## src/rtl/alu_muldiv_if.sv

```systemverilog
// Handshake and operand/result bundle between the execute stage and alu_muldiv.
interface alu_muldiv_if #(
  parameter int unsigned BIT_WIDTH = 32
);
  logic                 in_valid;
  logic                 in_ready;
  logic [2:0]           op;
  logic [BIT_WIDTH-1:0] in1;
  logic [BIT_WIDTH-1:0] in2;
  logic                 out_valid;
  logic                 out_ready;
  logic [BIT_WIDTH-1:0] out;
  logic                 div_zero;

  modport master (
    output in_valid, op, in1, in2, out_ready,
    input  in_ready, out_valid, out, div_zero
  );

  modport slave (
    input  in_valid, op, in1, in2, out_ready,
    output in_ready, out_valid, out, div_zero
  );
endinterface

```

## src/rtl/alu_muldiv.sv

```systemverilog
// Iterative radix-2 RV32M multiply/divide unit: shift-add multiply, restoring divide,
// operating on magnitudes with a final sign fix-up.
module alu_muldiv #(
  parameter int unsigned BIT_WIDTH = 32,
  parameter bit          EARLY_OUT = 1'b1
) (
  input logic         clk,
  input logic         rst,
  input logic         flush,
  alu_muldiv_if.slave bus
);
  localparam int unsigned CntW = $clog2(BIT_WIDTH + 1);
  localparam logic [BIT_WIDTH-1:0]   One    = BIT_WIDTH'(1);
  localparam logic [2*BIT_WIDTH-1:0] One2   = (2*BIT_WIDTH)'(1);
  localparam logic [BIT_WIDTH-1:0]   Ones   = '1;
  localparam logic [BIT_WIDTH-1:0]   MinNeg = {1'b1, {(BIT_WIDTH-1){1'b0}}};

  typedef enum logic [1:0] {StIdle, StBusy, StFix, StDone} state_e;

  state_e               state_q, state_d;
  logic [2:0]           op_q, op_d;
  logic [BIT_WIDTH-1:0] hi_q, hi_d, lo_q, lo_d, dvs_q, dvs_d;
  logic [BIT_WIDTH-1:0] spec_val_q, spec_val_d, out_q, out_d;
  logic [CntW-1:0]      cnt_q, cnt_d;
  logic                 neg_q, neg_d, spec_q, spec_d, zero_q, zero_d;
  logic                 div_zero_q, div_zero_d;

  logic                     is_div, sgn1, sgn2, in1_neg, in2_neg, in_zero, in_ovf;
  logic [BIT_WIDTH-1:0]     abs1, abs2, spec_res;
  logic [BIT_WIDTH:0]       mul_sum, div_sh, div_diff;
  logic [2*BIT_WIDTH-1:0]   prod, prod_s;
  logic [BIT_WIDTH-1:0]     dsel, dsel_s, fix_res;

  // Operand decode: which inputs are signed, their magnitudes, and special-case results.
  always_comb begin
    is_div   = bus.op[2];
    sgn1     = is_div ? ~bus.op[0] : (bus.op[1:0] == 2'b01 || bus.op[1:0] == 2'b10);
    sgn2     = is_div ? ~bus.op[0] : (bus.op[1:0] == 2'b01);
    in1_neg  = sgn1 & bus.in1[BIT_WIDTH-1];
    in2_neg  = sgn2 & bus.in2[BIT_WIDTH-1];
    abs1     = in1_neg ? (~bus.in1 + One) : bus.in1;
    abs2     = in2_neg ? (~bus.in2 + One) : bus.in2;
    in_zero  = is_div && (bus.in2 == '0);
    in_ovf   = is_div && !bus.op[0] && (bus.in1 == MinNeg) && (bus.in2 == Ones);
    if (in_zero) spec_res = bus.op[1] ? bus.in1 : Ones;
    else         spec_res = bus.op[1] ? '0 : bus.in1;
  end

  // One iteration step; hi/lo hold {acc, multiplier} or {remainder, dividend/quotient}.
  always_comb begin
    mul_sum  = {1'b0, hi_q} + (lo_q[0] ? {1'b0, dvs_q} : '0);
    div_sh   = {hi_q, lo_q[BIT_WIDTH-1]};
    div_diff = div_sh - {1'b0, dvs_q};
    prod     = {hi_q, lo_q};
    prod_s   = neg_q ? (~prod + One2) : prod;
    dsel     = op_q[1] ? hi_q : lo_q;
    dsel_s   = neg_q ? (~dsel + One) : dsel;
    if (spec_q)                fix_res = spec_val_q;
    else if (op_q[2])          fix_res = dsel_s;
    else if (op_q[1:0] == '0)  fix_res = prod_s[BIT_WIDTH-1:0];
    else                       fix_res = prod_s[2*BIT_WIDTH-1:BIT_WIDTH];
  end

  always_comb begin
    state_d    = state_q;
    op_d       = op_q;
    hi_d       = hi_q;
    lo_d       = lo_q;
    dvs_d      = dvs_q;
    spec_val_d = spec_val_q;
    out_d      = out_q;
    cnt_d      = cnt_q;
    neg_d      = neg_q;
    spec_d     = spec_q;
    zero_d     = zero_q;
    div_zero_d = div_zero_q;
    if (flush) begin
      state_d = StIdle;
    end else begin
      case (state_q)
        StIdle: begin
          if (bus.in_valid) begin
            op_d       = bus.op;
            hi_d       = '0;
            lo_d       = abs1;
            dvs_d      = abs2;
            neg_d      = (is_div && bus.op[1]) ? in1_neg : (in1_neg ^ in2_neg);
            spec_d     = in_zero | in_ovf;
            spec_val_d = spec_res;
            zero_d     = in_zero;
            cnt_d      = CntW'(BIT_WIDTH);
            if (EARLY_OUT && (in_zero || in_ovf)) begin
              out_d      = spec_res;
              div_zero_d = in_zero;
              state_d    = StDone;
            end else begin
              state_d = StBusy;
            end
          end
        end
        StBusy: begin
          cnt_d = cnt_q - CntW'(1);
          if (op_q[2]) begin
            hi_d = div_diff[BIT_WIDTH] ? div_sh[BIT_WIDTH-1:0] : div_diff[BIT_WIDTH-1:0];
            lo_d = {lo_q[BIT_WIDTH-2:0], ~div_diff[BIT_WIDTH]};
          end else begin
            hi_d = mul_sum[BIT_WIDTH:1];
            lo_d = {mul_sum[0], lo_q[BIT_WIDTH-1:1]};
          end
          if (cnt_q == CntW'(1)) state_d = StFix;
        end
        StFix: begin
          out_d      = fix_res;
          div_zero_d = zero_q;
          state_d    = StDone;
        end
        StDone: begin
          if (bus.out_ready) state_d = StIdle;
        end
        default: state_d = StIdle;
      endcase
    end
  end

  always_ff @(posedge clk) begin
    if (rst) begin
      state_q    <= StIdle;
      op_q       <= '0;
      hi_q       <= '0;
      lo_q       <= '0;
      dvs_q      <= '0;
      spec_val_q <= '0;
      out_q      <= '0;
      cnt_q      <= '0;
      neg_q      <= 1'b0;
      spec_q     <= 1'b0;
      zero_q     <= 1'b0;
      div_zero_q <= 1'b0;
    end else begin
      state_q    <= state_d;
      op_q       <= op_d;
      hi_q       <= hi_d;
      lo_q       <= lo_d;
      dvs_q      <= dvs_d;
      spec_val_q <= spec_val_d;
      out_q      <= out_d;
      cnt_q      <= cnt_d;
      neg_q      <= neg_d;
      spec_q     <= spec_d;
      zero_q     <= zero_d;
      div_zero_q <= div_zero_d;
    end
  end

  assign bus.in_ready  = (state_q == StIdle);
  assign bus.out_valid = (state_q == StDone);
  assign bus.out       = out_q;
  assign bus.div_zero  = div_zero_q;
endmodule

```

## src/flat_wrapper.sv

```systemverilog
// flat-port wrapper written by rule: the top's interface ports become plain ports
module alu_muldiv_flat 
#(
  parameter int unsigned BIT_WIDTH = 32,
  parameter bit          EARLY_OUT = 1'b1
)
  (clk, rst, flush, bus_in_valid, bus_op, bus_in1, bus_in2, bus_out_ready, bus_in_ready, bus_out_valid, bus_out, bus_div_zero);
  alu_muldiv_if #(.BIT_WIDTH(BIT_WIDTH)) bus_i ();
  input logic clk;
  input logic rst;
  input logic flush;
  input wire logic [$bits(bus_i.in_valid)-1:0] bus_in_valid;
  input wire logic [$bits(bus_i.op)-1:0] bus_op;
  input wire logic [$bits(bus_i.in1)-1:0] bus_in1;
  input wire logic [$bits(bus_i.in2)-1:0] bus_in2;
  input wire logic [$bits(bus_i.out_ready)-1:0] bus_out_ready;
  output wire logic [$bits(bus_i.in_ready)-1:0] bus_in_ready;
  output wire logic [$bits(bus_i.out_valid)-1:0] bus_out_valid;
  output wire logic [$bits(bus_i.out)-1:0] bus_out;
  output wire logic [$bits(bus_i.div_zero)-1:0] bus_div_zero;
  assign bus_i.in_valid = bus_in_valid;
  assign bus_i.op = bus_op;
  assign bus_i.in1 = bus_in1;
  assign bus_i.in2 = bus_in2;
  assign bus_i.out_ready = bus_out_ready;
  assign bus_in_ready = bus_i.in_ready;
  assign bus_out_valid = bus_i.out_valid;
  assign bus_out = bus_i.out;
  assign bus_div_zero = bus_i.div_zero;
  alu_muldiv #(.BIT_WIDTH(BIT_WIDTH), .EARLY_OUT(EARLY_OUT)) u_core (.clk(clk), .rst(rst), .flush(flush), .bus(bus_i));
endmodule
```

## config.mk

```make
export PLATFORM = sky130hd
export DESIGN_NAME = alu_muldiv_flat
export DESIGN_NICKNAME = d
export VERILOG_FILES = /design/src/rtl/alu_muldiv_if.sv /design/src/rtl/alu_muldiv.sv /design/src/flat_wrapper.sv
export SDC_FILE = /design/constraint.sdc
export NUM_CORES = 1
export LEC_CHECK = 0
export CORE_AREA = 4 4 211 213
export DETAILED_ROUTE_END_ITERATION = 16
export DIE_AREA = 0 0 215 217
export PLACE_DENSITY_LB_ADDON = 0.08
export REMOVE_ABC_BUFFERS = 1
export SETUP_SLACK_MARGIN = 0.5
export SYNTH_ARGS = -nofsm -noshare
export SYNTH_HDL_FRONTEND = slang
export SYNTH_SLANG_ARGS = --single-unit
```

## constraint.sdc

```tcl
create_clock -name clk -period 3.9 [get_ports clk]
set_input_delay 0.39 -clock clk [delete_from_list [all_inputs] [get_ports clk]]
set_output_delay 0.39 -clock clk [all_outputs]
set_load 0.1 [all_outputs]
```

==> flow_results.xml <==
<?xml version="1.0" encoding="UTF-8"?>
<metrics>
  <group name="status">
    <metric name="run_status" unit="">finished clean</metric>
  </group>
  <group name="hold_path">
    <metric name="timing.hold.worst.start" unit="">rst</metric>
    <metric name="min_path_cells" unit="">2</metric>
    <metric name="hold_class" unit="">input pin to flip-flop</metric>
    <metric name="hold_path_end" unit="">u_core.spec_val_q[30]</metric>
  </group>
  <group name="setup_path">
    <metric name="regToRegEndpoint" unit="">u_core.hi_q[31]</metric>
    <metric name="worst_path_cell_chain" unit="">inv_1 &gt; ha_1 &gt; a21o_1 &gt; a211oi_2 &gt; a211oi_1 &gt; a31o_2 &gt; o2111a_1 &gt; o41a_1 &gt; xor2_1 &gt; mux2i_1 &gt; a311oi_1</metric>
    <metric name="cp.required" unit="ns">4.31</metric>
    <metric name="timing.critical_path.max_delay_family" unit="">compound AO/OA/AOI/OAI gates</metric>
    <metric name="critical_path.max_stage_delay" unit="ns">0.46</metric>
    <metric name="setup.worst_path.class" unit="">flip-flop to flip-flop</metric>
    <metric name="wp_buf_inv" unit="">1</metric>
    <metric name="critical_path.startpoint" unit="">u_core.dvs_q[6]</metric>
    <metric name="critPathSlowestCell" unit="">sky130_fd_sc_hd__dfxtp_1</metric>
    <metric name="rrSetupSlack" unit="ns">0.57</metric>
    <metric name="endpoint_kind" unit="">flip-flop</metric>
    <metric name="start_kind" unit="">flip-flop</metric>
    <metric name="cp.arrival" unit="ns">3.74</metric>
    <metric name="critical_path.reg2reg.startpoint" unit="">u_core.dvs_q[6]</metric>
    <metric name="rr_worst_depth" unit="">11</metric>
    <metric name="worst_path_maximum_fanout" unit="">6</metric>
  </group>
  <group name="cts">
    <metric name="cts_num_sinks" unit="">175</metric>
    <metric name="bufs_on_longest_clock_path" unit="">2</metric>
    <metric name="cts.htree.levels" unit="">4</metric>
    <metric name="cts_made_buffers" unit="">17</metric>
    <metric name="clk-insertion-delay-late" unit="ns">0.51</metric>
    <metric name="cts_tree" unit="">yes</metric>
    <metric name="path_clk_slew" unit="ns">0.07</metric>
    <metric name="cts-root-buf" unit="">sky130_fd_sc_hd__clkbuf_16</metric>
  </group>
  <group name="sta">
    <metric name="final_max_slew_viol_count" unit="">0</metric>
    <metric name="min_setup_slack_post_route" unit="ns">0.5706</metric>
    <metric name="max-slew-margin-rel" unit="%">31.72</metric>
    <metric name="post-route-period-util" unit="%">85.37</metric>
    <metric name="hold_viol" unit="">0</metric>
    <metric name="grt_setup_unrepaired" unit="">false</metric>
    <metric name="skew" unit="ns">0.01976</metric>
    <metric name="timing.final.setup_violations" unit="">0</metric>
    <metric name="worstMarginPinSlew" unit="ns">1.016</metric>
    <metric name="max_clock_freq" unit="MHz">300.4</metric>
    <metric name="period_minus_slack" unit="ns">3.329</metric>
  </group>
  <group name="global_route">
    <metric name="grt_usage" unit="%">29.30</metric>
    <metric name="grt-ovfl-total" unit="">0</metric>
    <metric name="grt_pass1_vias" unit="">17376</metric>
    <metric name="grt_pass1_wl" unit="mm">106.5</metric>
    <metric name="grt_max_degree" unit="">79</metric>
    <metric name="grt_antenna_before_repair" unit="">0</metric>
  </group>
  <group name="synthesis">
    <metric name="synth_cells" unit="">2353</metric>
    <metric name="share_of_synthesized_area_occupied_by_flip_flops_and_latches" unit="%">20.67</metric>
    <metric name="asyncSetResetFlopFracSynth" unit="%">0</metric>
    <metric name="yosys.area.top_type" unit="">sky130_fd_sc_hd__dfxtp_1</metric>
    <metric name="synth-edff-count" unit="">0</metric>
    <metric name="ys_top_cells_by_count" unit="">sky130_fd_sc_hd__nor2_1, sky130_fd_sc_hd__nand2_1, sky130_fd_sc_hd__a21oi_1</metric>
    <metric name="synth_area" unit="sq um">16950</metric>
    <metric name="synthesis.area_per_instance" unit="sq um">7.204</metric>
    <metric name="synth.most_common_cell" unit="">sky130_fd_sc_hd__nor2_1</metric>
    <metric name="netlist_top_cells_area" unit="">sky130_fd_sc_hd__dfxtp_1, sky130_fd_sc_hd__ha_1, sky130_fd_sc_hd__a21oi_1</metric>
    <metric name="synth.lib_cells_used.distinct" unit="">91</metric>
    <metric name="ys_ff_latch" unit="">175</metric>
    <metric name="synthFlopType" unit="">sky130_fd_sc_hd__dfxtp_1</metric>
    <metric name="yosys_warnings" unit="">0</metric>
    <metric name="post-synth-top-area-fraction" unit="%">20.67</metric>
  </group>
  <group name="power_and_ir_drop">
    <metric name="static_leakage" unit="nW">7.395</metric>
    <metric name="total_power" unit="mW">5.713</metric>
    <metric name="power_density" unit="nW/um^2">286.8</metric>
    <metric name="max-vdd-ir-drop" unit="mV">0.2643</metric>
  </group>
  <group name="final_layout">
    <metric name="final_cell_count_no_fill" unit="">2990</metric>
    <metric name="final_nets" unit="">2581</metric>
    <metric name="area.growth.synth_to_final" unit="%">17.52</metric>
    <metric name="num_antenna_cells" unit="">0</metric>
    <metric name="post_route_cells_drive_above_1_share" unit="%">11.13</metric>
    <metric name="fin_area" unit="sq um">19920</metric>
  </group>
  <group name="floorplanning">
    <metric name="dieArea" unit="sq um">46660</metric>
    <metric name="chipHeight" unit="microns">217</metric>
    <metric name="initial_utilization" unit="%">39.70</metric>
    <metric name="design.portCount" unit="">107</metric>
    <metric name="count_of_standard_cell_rows" unit="">76</metric>
    <metric name="floorplan.core_area" unit="sq um">42700</metric>
    <metric name="die_width" unit="microns">215</metric>
  </group>
  <group name="placed_design">
    <metric name="gp_congestion" unit="">0.9722</metric>
    <metric name="place_hpwl" unit="mm">52.62</metric>
    <metric name="io_buffers" unit="">106</metric>
    <metric name="pre_cts_slack" unit="ns">0.1809</metric>
    <metric name="placement.cell_area" unit="sq um">19050</metric>
    <metric name="number_of_cells_in_the_design_after_placement" unit="">2954</metric>
  </group>
  <group name="drt">
    <metric name="drt-wirelength-per-cell" unit="microns">23.58</metric>
    <metric name="ant_nets" unit="">0</metric>
    <metric name="totalWireLength" unit="mm">70.50</metric>
    <metric name="vias" unit="">18335</metric>
    <metric name="drt-pass1-iter-count" unit="">6</metric>
    <metric name="drc" unit="">0</metric>
    <metric name="drt_iter0_drc" unit="">1950</metric>
    <metric name="post_drt_via_cell_ratio" unit="">6.132</metric>
  </group>
  <group name="flow_run">
    <metric name="cap_violations" unit="">0</metric>
  </group>
</metrics>
[sequential cells by signal (all words and copies together), names as in the netlist]
register             flops
u_core.spec_q            1
u_core.hi_q             32
u_core.cnt_q             6
u_core.state_q           2
u_core.op_q              3
u_core.zero_q            1
u_core.lo_q             32
u_core.bus.out          32
u_core.bus.div_zero      1
u_core.spec_val_q       32
u_core.neg_q             1
u_core.dvs_q            32
[metal layers]
metal  vias to the layer above  track usage (%)  routed length [microns]
li1                       8755                -                        -
met1                      8718            41.31                    32510
met2                       753            42.71                    29240
met3                       107            8.685                     6534
met4                         2            9.534                     2107
met5                         -            1.563                      103
[stage by stage]
stage                     hold WS, ns  TNS, ns  util, %
after floorplan                0.4206   -79.70        -
after global placement         0.4363        0    44.63
after detailed placement       0.4421        0    44.63
after CTS                      0.2565        0    46.18
after global routing           0.2887        0    46.65
final                          0.3009        0    46.65
[worst max-delay path by stage]
stage / slack [ns] / cells after the start / to
after floorplan: -1.49 / 7 / u_core.cnt_q[2]
after global placement: 0.23 / 12 / u_core.bus.out[4]
after detailed placement: 0.18 / 12 / u_core.bus.out[6]
after CTS: 0.46 / 14 / u_core.hi_q[26]
after global routing: 0.47 / 13 / u_core.hi_q[26]
final: 0.57 / 11 / u_core.hi_q[31]
[cell type report]
| class | count | area (sq um) |
|---|---|---|
| multi-input cells | 1913 | 12630 |
| fillers | 4373 | 22780 |
| clock buffers | 19 | 452.9 |
| flip-flops and latches | 175 | 3516 |
| inverters | 82 | 310.3 |
| well taps | 546 | 683.2 |
| repair buffers | 242 | 2148 |
| clock inverters | 13 | 175.2 |
[power breakdown]
| part | total (mW) | switching (mW) | internal, mW | leakage (nW) |
|---|---|---|---|---|
| combinational | 1.83 | 1.12 | 0.703 | 5.66 |
| sequential | 1.95 | 0.0888 | 1.86 | 1.43 |
| clock | 1.93 | 0.880 | 1.05 | 0.307 |
[timing repair]
item / CTS / global route
setup endpoints to repair: 24 / 45
buffers inserted: 0 / 4
gates resized for setup: 8 / 45
hold buffers: 0 / 0
pin swaps: 1 / 10
[cell usage in the layout, fill, tap and decap left out, types with 81 or more instances in the layout]
master / synthesis / routed
sky130_fd_sc_hd__dfxtp_1: 175 / 167
sky130_fd_sc_hd__a21oi_1: 188 / 186
sky130_fd_sc_hd__clkdlybuf4s50_1: 0 / 105
sky130_fd_sc_hd__mux2i_1: 89 / 89
sky130_fd_sc_hd__nor2_1: 242 / 238
sky130_fd_sc_hd__xor2_1: 81 / 81
sky130_fd_sc_hd__nand2_1: 238 / 237
sky130_fd_sc_hd__xnor2_1: 90 / 89
sky130_fd_sc_hd__o21ai_0: 149 / 145
sky130_fd_sc_hd__buf_4: 2 / 129
[kinds of logic (layout without fill, tap and decap cells)]
family / Yosys count / count (layout) / share of synthesized area [%]
AOI/OAI and AO/OA: 739 / 739 / 28.75
xor gates and xnor gates: 171 / 171 / 8.836
adders and majority gates: 89 / 89 / 6.496
buffers and inverters: 265 / 356 / 6.023
and+or+nand+nor: 819 / 819 / 23.50
muxes: 95 / 95 / 5.721
DFF: 175 / 175 / 20.67
Note: power is estimated with default switching activity, not from simulation.
